`src/rtl/seg_pkg.sv`:
```
// Shared digit codes, FSM states and ASCII decode for seg_scroll_engine.
// Optional macro SEG_HEX_EN: 'A'-'F' / 'a'-'f' decode to hex codes 10-15.
package seg_pkg;

  typedef logic [4:0] digit_code_t;

  localparam digit_code_t CODE_BLANK = 5'h1F;
  localparam digit_code_t CODE_MINUS = 5'h10;

  typedef enum logic [2:0] {
    ST_IDLE  = 3'd0,
    ST_FETCH = 3'd1,
    ST_LATCH = 3'd2,
    ST_HOLD  = 3'd3,
    ST_FLUSH = 3'd4
  } seg_state_e;

  function automatic digit_code_t ascii_to_code(input logic [7:0] ch);
    digit_code_t code;
    code = CODE_BLANK;
    if (ch >= 8'h30 && ch <= 8'h39) begin
      code = {1'b0, ch[3:0]};
    end else if (ch == 8'h2D) begin
      code = CODE_MINUS;
    end
`ifdef SEG_HEX_EN
    // Upper and lower case share the low nibble: 'A'/'a' = x1 -> 10.
    else if ((ch >= 8'h41 && ch <= 8'h46) || (ch >= 8'h61 && ch <= 8'h66)) begin
      code = {1'b0, ch[3:0]} + 5'd9;
    end
`endif
    return code;
  endfunction

endpackage

```
`src/rtl/seg_glyph.sv`:
```
// Combinational digit code to 7-segment pattern {g,f,e,d,c,b,a}.
// Unknown codes (including CODE_BLANK) show all segments off.
module seg_glyph
  import seg_pkg::*;
#(
  parameter int SEG_ACTIVE_LOW = 1
) (
  input  digit_code_t code_i,
  output logic [6:0]  seg_o
);

  logic [6:0] pat;

  always_comb begin
    pat = 7'h00;
    case (code_i)
      5'd0:       pat = 7'h3F;
      5'd1:       pat = 7'h06;
      5'd2:       pat = 7'h5B;
      5'd3:       pat = 7'h4F;
      5'd4:       pat = 7'h66;
      5'd5:       pat = 7'h6D;
      5'd6:       pat = 7'h7D;
      5'd7:       pat = 7'h07;
      5'd8:       pat = 7'h7F;
      5'd9:       pat = 7'h6F;
      5'd10:      pat = 7'h77;
      5'd11:      pat = 7'h7C;
      5'd12:      pat = 7'h39;
      5'd13:      pat = 7'h5E;
      5'd14:      pat = 7'h79;
      5'd15:      pat = 7'h71;
      CODE_MINUS: pat = 7'h40;
      default:    pat = 7'h00;
    endcase
  end

  assign seg_o = (SEG_ACTIVE_LOW != 0) ? ~pat : pat;

endmodule

```
`src/rtl/seg_scroll_engine.sv`:
```
// Pops ASCII from a FIFO, decodes and scrolls digits right-to-left across an N-digit display.
// Optional macro SEG_HEX_EN (decoded in seg_pkg) adds hex letter glyphs.
module seg_scroll_engine
  import seg_pkg::*;
#(
  parameter int NUM_DIGITS     = 3,
  parameter int CLK_HZ         = 50_000_000,
  parameter int SEG_ACTIVE_LOW = 1
) (
  input  logic                    clk,
  input  logic                    reset,
  input  logic                    i_start,
  input  logic [1:0]              i_rate,
  input  logic [7:0]              i_fifo_data,
  input  logic                    i_fifo_empty,
  output logic                    o_fifo_rd,
  output logic [7*NUM_DIGITS-1:0] o_seg,
  output logic                    o_step,
  output logic                    o_busy
);

  localparam int CNT_W = (CLK_HZ > 1) ? $clog2(CLK_HZ) : 1;
  localparam int P0    = CLK_HZ;
  localparam int P1    = CLK_HZ >> 1;
  localparam int P2    = CLK_HZ >> 2;
  localparam logic [CNT_W-1:0] WRAP0 = CNT_W'((P0 > 0) ? P0 - 1 : 0);
  localparam logic [CNT_W-1:0] WRAP1 = CNT_W'((P1 > 0) ? P1 - 1 : 0);
  localparam logic [CNT_W-1:0] WRAP2 = CNT_W'((P2 > 0) ? P2 - 1 : 0);
  localparam logic [7*NUM_DIGITS-1:0] SEG_OFF = {7*NUM_DIGITS{SEG_ACTIVE_LOW != 0}};

  logic [CNT_W-1:0] cnt_q, cnt_d, wrap_at;
  logic [1:0]       rate_q;
  logic             run, rate_chg, tick;

  seg_state_e       state_q, state_d;
  digit_code_t      pend_q, pend_d;
  digit_code_t      dig_q [NUM_DIGITS];
  digit_code_t      dig_d [NUM_DIGITS];
  digit_code_t      shift_code;
  logic             rd, shift, win_blank_q, win_blank_d;
  logic [7*NUM_DIGITS-1:0] seg_q, glyph_w;

  // Step tick: counter clears whenever the rate selection changes.
  always_comb begin
    case (i_rate)
      2'b00:   wrap_at = WRAP0;
      2'b01:   wrap_at = WRAP1;
      2'b10:   wrap_at = WRAP2;
      default: wrap_at = '0;
    endcase
  end

  assign run      = i_start & (i_rate != 2'b11);
  assign rate_chg = (i_rate != rate_q);
  assign tick     = run & ~rate_chg & (cnt_q == wrap_at);

  always_comb begin
    cnt_d = cnt_q;
    if (rate_chg) begin
      cnt_d = '0;
    end else if (run) begin
      cnt_d = tick ? '0 : cnt_q + CNT_W'(1);
    end
  end

  always_comb begin
    win_blank_q = 1'b1;
    for (int k = 0; k < NUM_DIGITS; k++) begin
      if (dig_q[k] != CODE_BLANK) win_blank_q = 1'b0;
    end
  end

  // FIFO handshake: o_fifo_rd pops one byte; that byte is valid on i_fifo_data
  // in the following cycle, which is always LATCH, so a started fetch is never lost.
  always_comb begin
    state_d     = state_q;
    pend_d      = pend_q;
    rd          = 1'b0;
    shift       = 1'b0;
    shift_code  = CODE_BLANK;
    win_blank_d = 1'b1;
    for (int k = 0; k < NUM_DIGITS; k++) dig_d[k] = dig_q[k];

    case (state_q)
      ST_IDLE: if (i_start && !i_fifo_empty) state_d = ST_FETCH;
      ST_FETCH: begin
        if (i_start && !i_fifo_empty) begin
          rd      = 1'b1;
          state_d = ST_LATCH;
        end
      end
      ST_LATCH: begin
        pend_d  = ascii_to_code(i_fifo_data);
        state_d = ST_HOLD;
      end
      ST_HOLD: begin
        if (tick) begin
          shift      = 1'b1;
          shift_code = pend_q;
          state_d    = i_fifo_empty ? ST_FLUSH : ST_FETCH;
        end
      end
      ST_FLUSH: begin
        if (tick && !i_fifo_empty) state_d = ST_FETCH;
        else if (tick)             shift   = 1'b1;
      end
      default: state_d = ST_IDLE;
    endcase

    if (shift) begin
      for (int k = NUM_DIGITS - 1; k > 0; k--) dig_d[k] = dig_q[k-1];
      dig_d[0] = shift_code;
    end

    for (int k = 0; k < NUM_DIGITS; k++) begin
      if (dig_d[k] != CODE_BLANK) win_blank_d = 1'b0;
    end
    if (state_q == ST_FLUSH && state_d == ST_FLUSH && win_blank_d) state_d = ST_IDLE;
  end

  for (genvar g = 0; g < NUM_DIGITS; g++) begin : g_glyph
    seg_glyph #(
      .SEG_ACTIVE_LOW(SEG_ACTIVE_LOW)
    ) u_glyph (
      .code_i(dig_q[g]),
      .seg_o (glyph_w[7*g +: 7])
    );
  end

  always_ff @(posedge clk) begin
    if (reset) begin
      cnt_q   <= '0;
      rate_q  <= 2'b00;
      state_q <= ST_IDLE;
      pend_q  <= CODE_BLANK;
      seg_q   <= SEG_OFF;
      for (int k = 0; k < NUM_DIGITS; k++) dig_q[k] <= CODE_BLANK;
    end else begin
      cnt_q   <= cnt_d;
      rate_q  <= i_rate;
      state_q <= state_d;
      pend_q  <= pend_d;
      seg_q   <= glyph_w;
      for (int k = 0; k < NUM_DIGITS; k++) dig_q[k] <= dig_d[k];
    end
  end

  // Strobes are gated so that reset wins within the same cycle.
  assign o_fifo_rd = rd & ~reset;
  assign o_step    = shift & ~reset;
  assign o_seg     = seg_q;
  assign o_busy    = (state_q != ST_IDLE) | ~win_blank_q;

endmodule
```
`config.mk`:
```
export PLATFORM = sky130hd
export DESIGN_NAME = seg_scroll_engine
export DESIGN_NICKNAME = d
export VERILOG_FILES = /design/src/rtl/seg_pkg.sv /design/src/rtl/seg_glyph.sv /design/src/rtl/seg_scroll_engine.sv
export SDC_FILE = /design/constraint.sdc
export NUM_CORES = 1
export LEC_CHECK = 0
export ABC_AREA = 1
export BUFFER_PORTS_ARGS = -buffer_cell sky130_fd_sc_hd__buf_4
export CORE_ASPECT_RATIO = 1.75
export CORE_MARGIN = 4
export CORE_UTILIZATION = 45
export CTS_CLUSTER_SIZE = 20
export DETAILED_ROUTE_END_ITERATION = 8
export GPL_ROUTABILITY_DRIVEN = 0
export PLACE_DENSITY = 0.67
export SYNTH_ARGS = -nofsm -noshare
export SYNTH_HDL_FRONTEND = slang
export SYNTH_SLANG_ARGS = --single-unit
```
`constraint.sdc`:
```
create_clock -name clk -period 5.3 [get_ports clk]
set_input_delay 0.53 -clock clk [delete_from_list [all_inputs] [get_ports clk]]
set_output_delay 0.53 -clock clk [all_outputs]
set_load 0.05 [all_outputs]
```
==> metrics.md, run 1 <==
| Metric | Value |
|---|---|
| Htree depth | `3` |
| Synth warn | `0` |
| Cts hold-fix bufs | `0` |
| WHS | `480 ps` |
| Flip-flop and latch count after synthesis | `72` |
| Placed inst area | `4480 µm²` |
| Post-route DRC | `0` |
| Cell with the largest stage delay on the worst path | `ha_1` |
| Max-cap violations | `0` |
| Diodes inserted | `0` |
| Crit Path Class | `input pin to output port` |
| DP Worst Slack | `2310 ps` |
| Final ANT Viol Nets | `0` |
| HPWL after DPL | `8.15 mm` |
| Starting Density | `0.468` |
| DRT Wirelength | `10.3 mm` |
| Vias after detailed routing | `3821` |
| PnR worst setup slack | `2540 ps` |
| Largest net degree at the start of global routing | `24` |
| Detailed Route Iter0 Violations | `224` |
| First-pass GRT wire length | `16.9 mm` |
| Port Buffer Count | `37` |
| Post-synth top area share | `0.350` |
| Type of element capturing the critical path | `output port` |
| Die area | `10800 µm²` |
| Core ar. | `8780 µm²` |
| Resized cells post-CTS | `0` |
| Ys async rst share | `0` |
| CTS Root Cell | `clkbuf_16` |
| Vias in the first global route | `3850` |
| Status | `finished, final reports clean` |
| Startpoint Class | `input pin` |
| Area contributors post-synth | `dfxtp_1 35%, nand2_1 14%, nor2_1 8.1%, ha_1 7.6%, inv_1 5.9%` |
| Clk Latency, worst-skew pair | `330 ps` |
| Critical path buffer and inverter count | `3` |
| # nets final | `670` |
| Ys flop type | `dfxtp_1` |
| Max-slew violation count | `0` |
| Pwr Density | `261 nW/µm²` |
| RSZ-0062 raised after global routing | `no` |
| Mapped Cells | `594` |
| CTS Buffer Depth | `2` |
| Worst hold path type | `flop to flop` |
| Number of synthesized flops with an enable pin | `0` |
| Crit path cell chain | `buf_4 > inv_2 > ha_1 > nor2_1 > nor2_1 > nand2_1 > nor2_2 > nand2_2 > nor2_4 > nand3_4 > nor2_1 > buf_4` |
| Critical Path RT | `4770 ps` |
| Num CTS Buffers | `9` |
| Leak | `2.05 nW` |
| Critical path peak fanout | `17` |
| Final Total Pwr | `0.00125 W` |
| Yosys top cell by area | `dfxtp_1` |
| Worst EP arrival | `2230 ps` |
| Final hold violation count | `0` |
| Register area share after synthesis | `0.350` |
| Area growth, synth to finish | `16.5%` |
| Largest stage delay, worst path | `330 ps` |
| CTS tree | `yes` |
| DIE WIDTH | `80.3 µm` |
| Setup TNS | `0 ps` |
| Antenna violations before repair | `0` |
| Worst Tran Pin Value | `751 ps` |
| Critical path's top delay family | `simple AND/OR/NAND/NOR gates` |
| I/O Pins | `38` |
| GRT overflow | `0` |
| Avg Synthesized Cell Area | `6.93 µm²` |
| First-pass iteration count of the detailed router | `4` |
| Final Critical Period | `2760 ps` |
| Clock sink count | `72` |
| Routed len/inst | `13.7 µm` |
| Clock Skews | `5.30 ps` |
| Post-CTS setup buffers | `0` |
| Vias per inst | `5.07` |
| Max-slew headroom | `0.498` |
| Layout cells sized above 1 | `0.127` |
| Highest achievable clock rate | `363 MHz` |
| Total track usage | `0.202` |
| CTS clk-pin slew, worst paths | `50 ps` |
| Maximum vdd drop | `0.212 mV` |
| Num rows | `45` |
| Post-synth cell types | `40` |
| Final period util | `0.520` |
| Crit-path most repeated cell | `nor2_1` |
| Mapped Area | `4110 µm²` |
| Cell area after layout | `4790 µm²` |
| Die height | `134 µm` |
| Synth Net Count | `633` |
| # setup viols final | `0` |
cells in the final DEF, fill, tap and decap left out, types with 8 or more instances in the layout:
master,instances
o21ai_0,15
a21oi_1,8
ha_1,25
clkbuf_16,9
nor3_1,14
nand3_1,45
dfxtp_1,72
nand4_1,8
inv_1,65
xor2_1,15
o211ai_1,9
nor2_1,89
buf_4,37
nand2_1,149
layer usage:
metal / up-vias / GRT usage / wire [µm]
li1: 1980 / - / -
met1: 1713 / 0.178 / 3490
met2: 89 / 0.386 / 5740
met3: 39 / 0.0407 / 334
met4: 0 / 0.146 / 729
met5: - / 0 / 0
through the flow:
stage,instances,utilization
2_1_floorplan,594,-
3_3_place_gp,737,0.510
3_5_place_dp,737,0.510
4_1_cts,753,0.546
5_1_grt,753,0.546
6_report,753,0.546
cells in the mapped netlist (6+ instances only):
library cell    n
nand2_1       149
clkbuf_1        7
xnor2_1         6
ha_1           25
inv_1          65
nor2_2          6
o21ai_0        15
nand3_1        45
nor2_1         89
inv_2           7
nor3_1         14
dfxtp_1        72
a21oi_1         8
o211ai_1        9
xor2_1         15
nand4_1         8
final cells by class:
type / instances / area (µm²)
well taps: 117 / 146
clock buffers: 10 / 229
inverters: 75 / 282
repair buffers: 37 / 278
fillers: 897 / 3990
flip-flops and latches: 72 / 1440
multi-input cells: 436 / 2330
clock inverters: 6 / 83.8
state kept, by name, summed over array words and instances (netlist names):
signal and cells:
o_seg 21, rate_q 2, pend_q 5, dig_q 15, state_q 3, cnt_q 26
cells by family (layout without fill, tap and decap cells):
group,after synthesis,in the layout,synth area share
adder cells (fa/ha/maj),25,25,0.0760
buffers and inverters,86,128,0.0827
XOR/XNOR,21,21,0.0447
flip-flops,72,72,0.350
AO/OA/AOI/OAI,55,55,0.0879
AND/OR/NAND/NOR,335,335,0.358
report_power, final:
group / leakage, nW / switching [W] / internal (W)
Clock: 0.156 / 0.000228 / 0.000410
Sequential: 0.582 / 0.00000216 / 0.000544
Combinational: 1.31 / 0.0000449 / 0.0000233
Total: 2.05 / 0.000275 / 0.000978
path summary, 6_finish.rpt:
kind / slack, ps / depth (start not counted) / endpoint / start
max: 2540 / 12 / o_step / i_rate[0]
min: 480 / 2 / pend_q[3]$_SDFFE_PP1P_ / pend_q[3]$_SDFFE_PP1P_
max reg2reg: 2920 / 9 / cnt_q[15]$_SDFFE_PP0P_ / cnt_q[6]$_SDFFE_PP0P_
min reg2reg: 480 / 2 / pend_q[3]$_SDFFE_PP1P_ / pend_q[3]$_SDFFE_PP1P_
worst reg2reg max path: cells and delay by family, from the launching register on:
| kind | cells | cell delay (ps) |
|---|---|---|
| buf+inv | 2 | 300 |
| simple gates | 6 | 1370 |
| compound gates | 1 | 120 |
| flops | 1 | 450 |
Note: power is estimated with default switching activity, not from simulation.
==> run 2: changes to the inputs <==
==> constraint.sdc (replaced) <==
create_clock -name clk -period 2.6 [get_ports clk]
set_input_delay 0.26 -clock clk [delete_from_list [all_inputs] [get_ports clk]]
set_output_delay 0.26 -clock clk [all_outputs]
set_load 0.05 [all_outputs]
==> run 2 against run 1 <==
Effect of this change: register-to-register slack got worse by 2600 ps; clock skew fell by 0.61 ps; sequential power rose by 100%; via count rose by 2.3%; count of clock-buffer cells in the layout rose by 2; first-iteration DRC count fell by 3.6%; largest cell class unchanged.
==> metrics.md, run 2 (synthesis results as in run 1) <==
| Metric | Value |
|---|---|
| Final period util | `0.904` |
| Max-slew violation count | `0` |
| Detailed Route Iter0 Violations | `216` |
| Clk Latency, worst-skew pair | `340 ps` |
| HPWL after DPL | `8.50 mm` |
| Crit path cell chain | `inv_1 > nand2_1 > nor2_4 > inv_1 > o21ai_4 > nand3_4 > nor2_1 > buf_4` |
| CTS Root Cell | `clkbuf_16` |
| Max-cap violations | `0` |
| Most common cell after layout, fill and taps aside | `nand2_1` |
| Pwr Density | `515 nW/µm²` |
| Htree depth | `3` |
| Clock sink count | `72` |
| Post-CTS setup buffers | `0` |
| Final ANT Viol Nets | `0` |
| Critical Path RT | `2340 ps` |
| R2R cell count | `8` |
| Vias per inst | `5.17` |
| First-pass GRT wire length | `17.6 mm` |
| DRT Wirelength | `10.6 mm` |
| Leak | `2.05 nW` |
| Worst EP arrival | `2090 ps` |
| # setup viols final | `0` |
| RSZ-0062 raised after global routing | `no` |
| Diodes inserted | `0` |
| Final hold violation count | `0` |
| Reg with most FFs | `cnt_q` |
| Cts hold-fix bufs | `0` |
| Area growth, synth to finish | `16.8%` |
| Type of element capturing the critical path | `output port` |
| Status | `finished, final reports clean` |
| Total track usage | `0.211` |
| CTS clk-pin slew, worst paths | `50 ps` |
| I/O Pins | `38` |
| Commonest non-fill, non-tap cells in the layout | `149 x nand2_1, 89 x nor2_1, 72 x dfxtp_1, 65 x inv_1, 45 x nand3_1` |
| Num rows | `45` |
| Antenna violations before repair | `0` |
| Worst hold path type | `input pin to flop` |
| Largest stage delay, worst path | `340 ps` |
| Clock Skews | `4.69 ps` |
| Post-route DRC | `0` |
| Cell area after layout | `4800 µm²` |
| DP Worst Slack | `163 ps` |
| First-pass iteration count of the detailed router | `5` |
| Max-slew headroom | `0.555` |
| Port Buffer Count | `37` |
| Crit Path Class | `flop to output port` |
| Routed len/inst | `14.0 µm` |
| Layout cells sized above 1 | `0.129` |
| CTS Buffer Depth | `2` |
| Critical path peak fanout | `17` |
| Die area | `10800 µm²` |
| WL met1 | `3.58 mm` |
| Highest achievable clock rate | `426 MHz` |
| DR WL met2 | `5.88 mm` |
| Worst Tran Pin Value | `666 ps` |
| # nets final | `673` |
| Max reg flops | `26` |
| Vias in the first global route | `3907` |
| Resized cells post-CTS | `0` |
| Met3 wire length | `390 µm` |
| Setup TNS | `0 ps` |
| Startpoint Class | `flop` |
| DIE WIDTH | `80.3 µm` |
| Worst Hold Depth | `2` |
| Cell with the largest stage delay on the worst path | `dfxtp_1` |
| Placed inst area | `4510 µm²` |
| Highest routed layer | `met4` |
| Die height | `134 µm` |
| PnR worst setup slack | `250 ps` |
| Num CTS Buffers | `9` |
| Maximum vdd drop | `0.437 mV` |
| Final Critical Period | `2350 ps` |
| Core ar. | `8780 µm²` |
| Largest net degree at the start of global routing | `24` |
| Starting Density | `0.468` |
| Vias after detailed routing | `3907` |
| Crit-path most repeated cell | `inv_1` |
| GRT overflow | `0` |
| CTS tree | `yes` |
==> run 2: where the power goes <==
| part | leakage (nW) | switching (W) | internal (W) |
|---|---|---|---|
| Combinational | 1.33 | 0.0000939 | 0.0000538 |
| Sequential | 0.582 | 0.00000456 | 0.00111 |
| Clock | 0.139 | 0.000449 | 0.000762 |
| Total | 2.05 | 0.000547 | 0.00193 |
==> run 2: per-stage QoR <==
step	std cells	hold slack [ps]	power, W	utilization
3_3_place_gp	740	490	0.00128	0.514
5_1_grt	755	244	0.00256	0.547
3_5_place_dp	740	494	0.00129	0.514
4_1_cts	755	226	0.00250	0.547
2_1_floorplan	594	391	0.00123	-
6_report	755	226	0.00247	0.547
==> run 2: final cells by class <==
class / instances / area, µm²
Fill cell: 884 / 3980
Multi-Input combinational cell: 436 / 2330
Sequential cell: 72 / 1440
Timing Repair Buffer: 40 / 313
Inverter: 75 / 282
Clock buffer: 12 / 246
Tap cell: 117 / 146
Clock inverter: 3 / 42.5
==> run 2: layer usage <==
metal	GRT usage	vias to the layer above
met5	0	-
met4	0.156	0
met3	0.0401	46
met2	0.403	98
met1	0.186	1762
li1	-	2001
==> run 2: final timing paths <==
path / start / end / slack, ps
setup / recovery: state_q[2]$_SDFF_PP0_ / o_step / 250
hold / removal: reset / rate_q[0]$_SDFF_PP0_ / 230
setup reg to reg: cnt_q[6]$_SDFFE_PP0P_ / cnt_q[22]$_SDFFE_PP0P_ / 280
hold reg to reg: cnt_q[2]$_SDFFE_PP0P_ / cnt_q[2]$_SDFFE_PP0P_ / 510
==> run 2: worst max-delay path, delay by kind of cell (launching register included) <==
kind | cells | cell delay [ps]
AO/OA/AOI/OAI | 1 | 150
AND/OR/NAND/NOR | 4 | 760
buffers and inverters | 3 | 500
flip-flops | 1 | 340
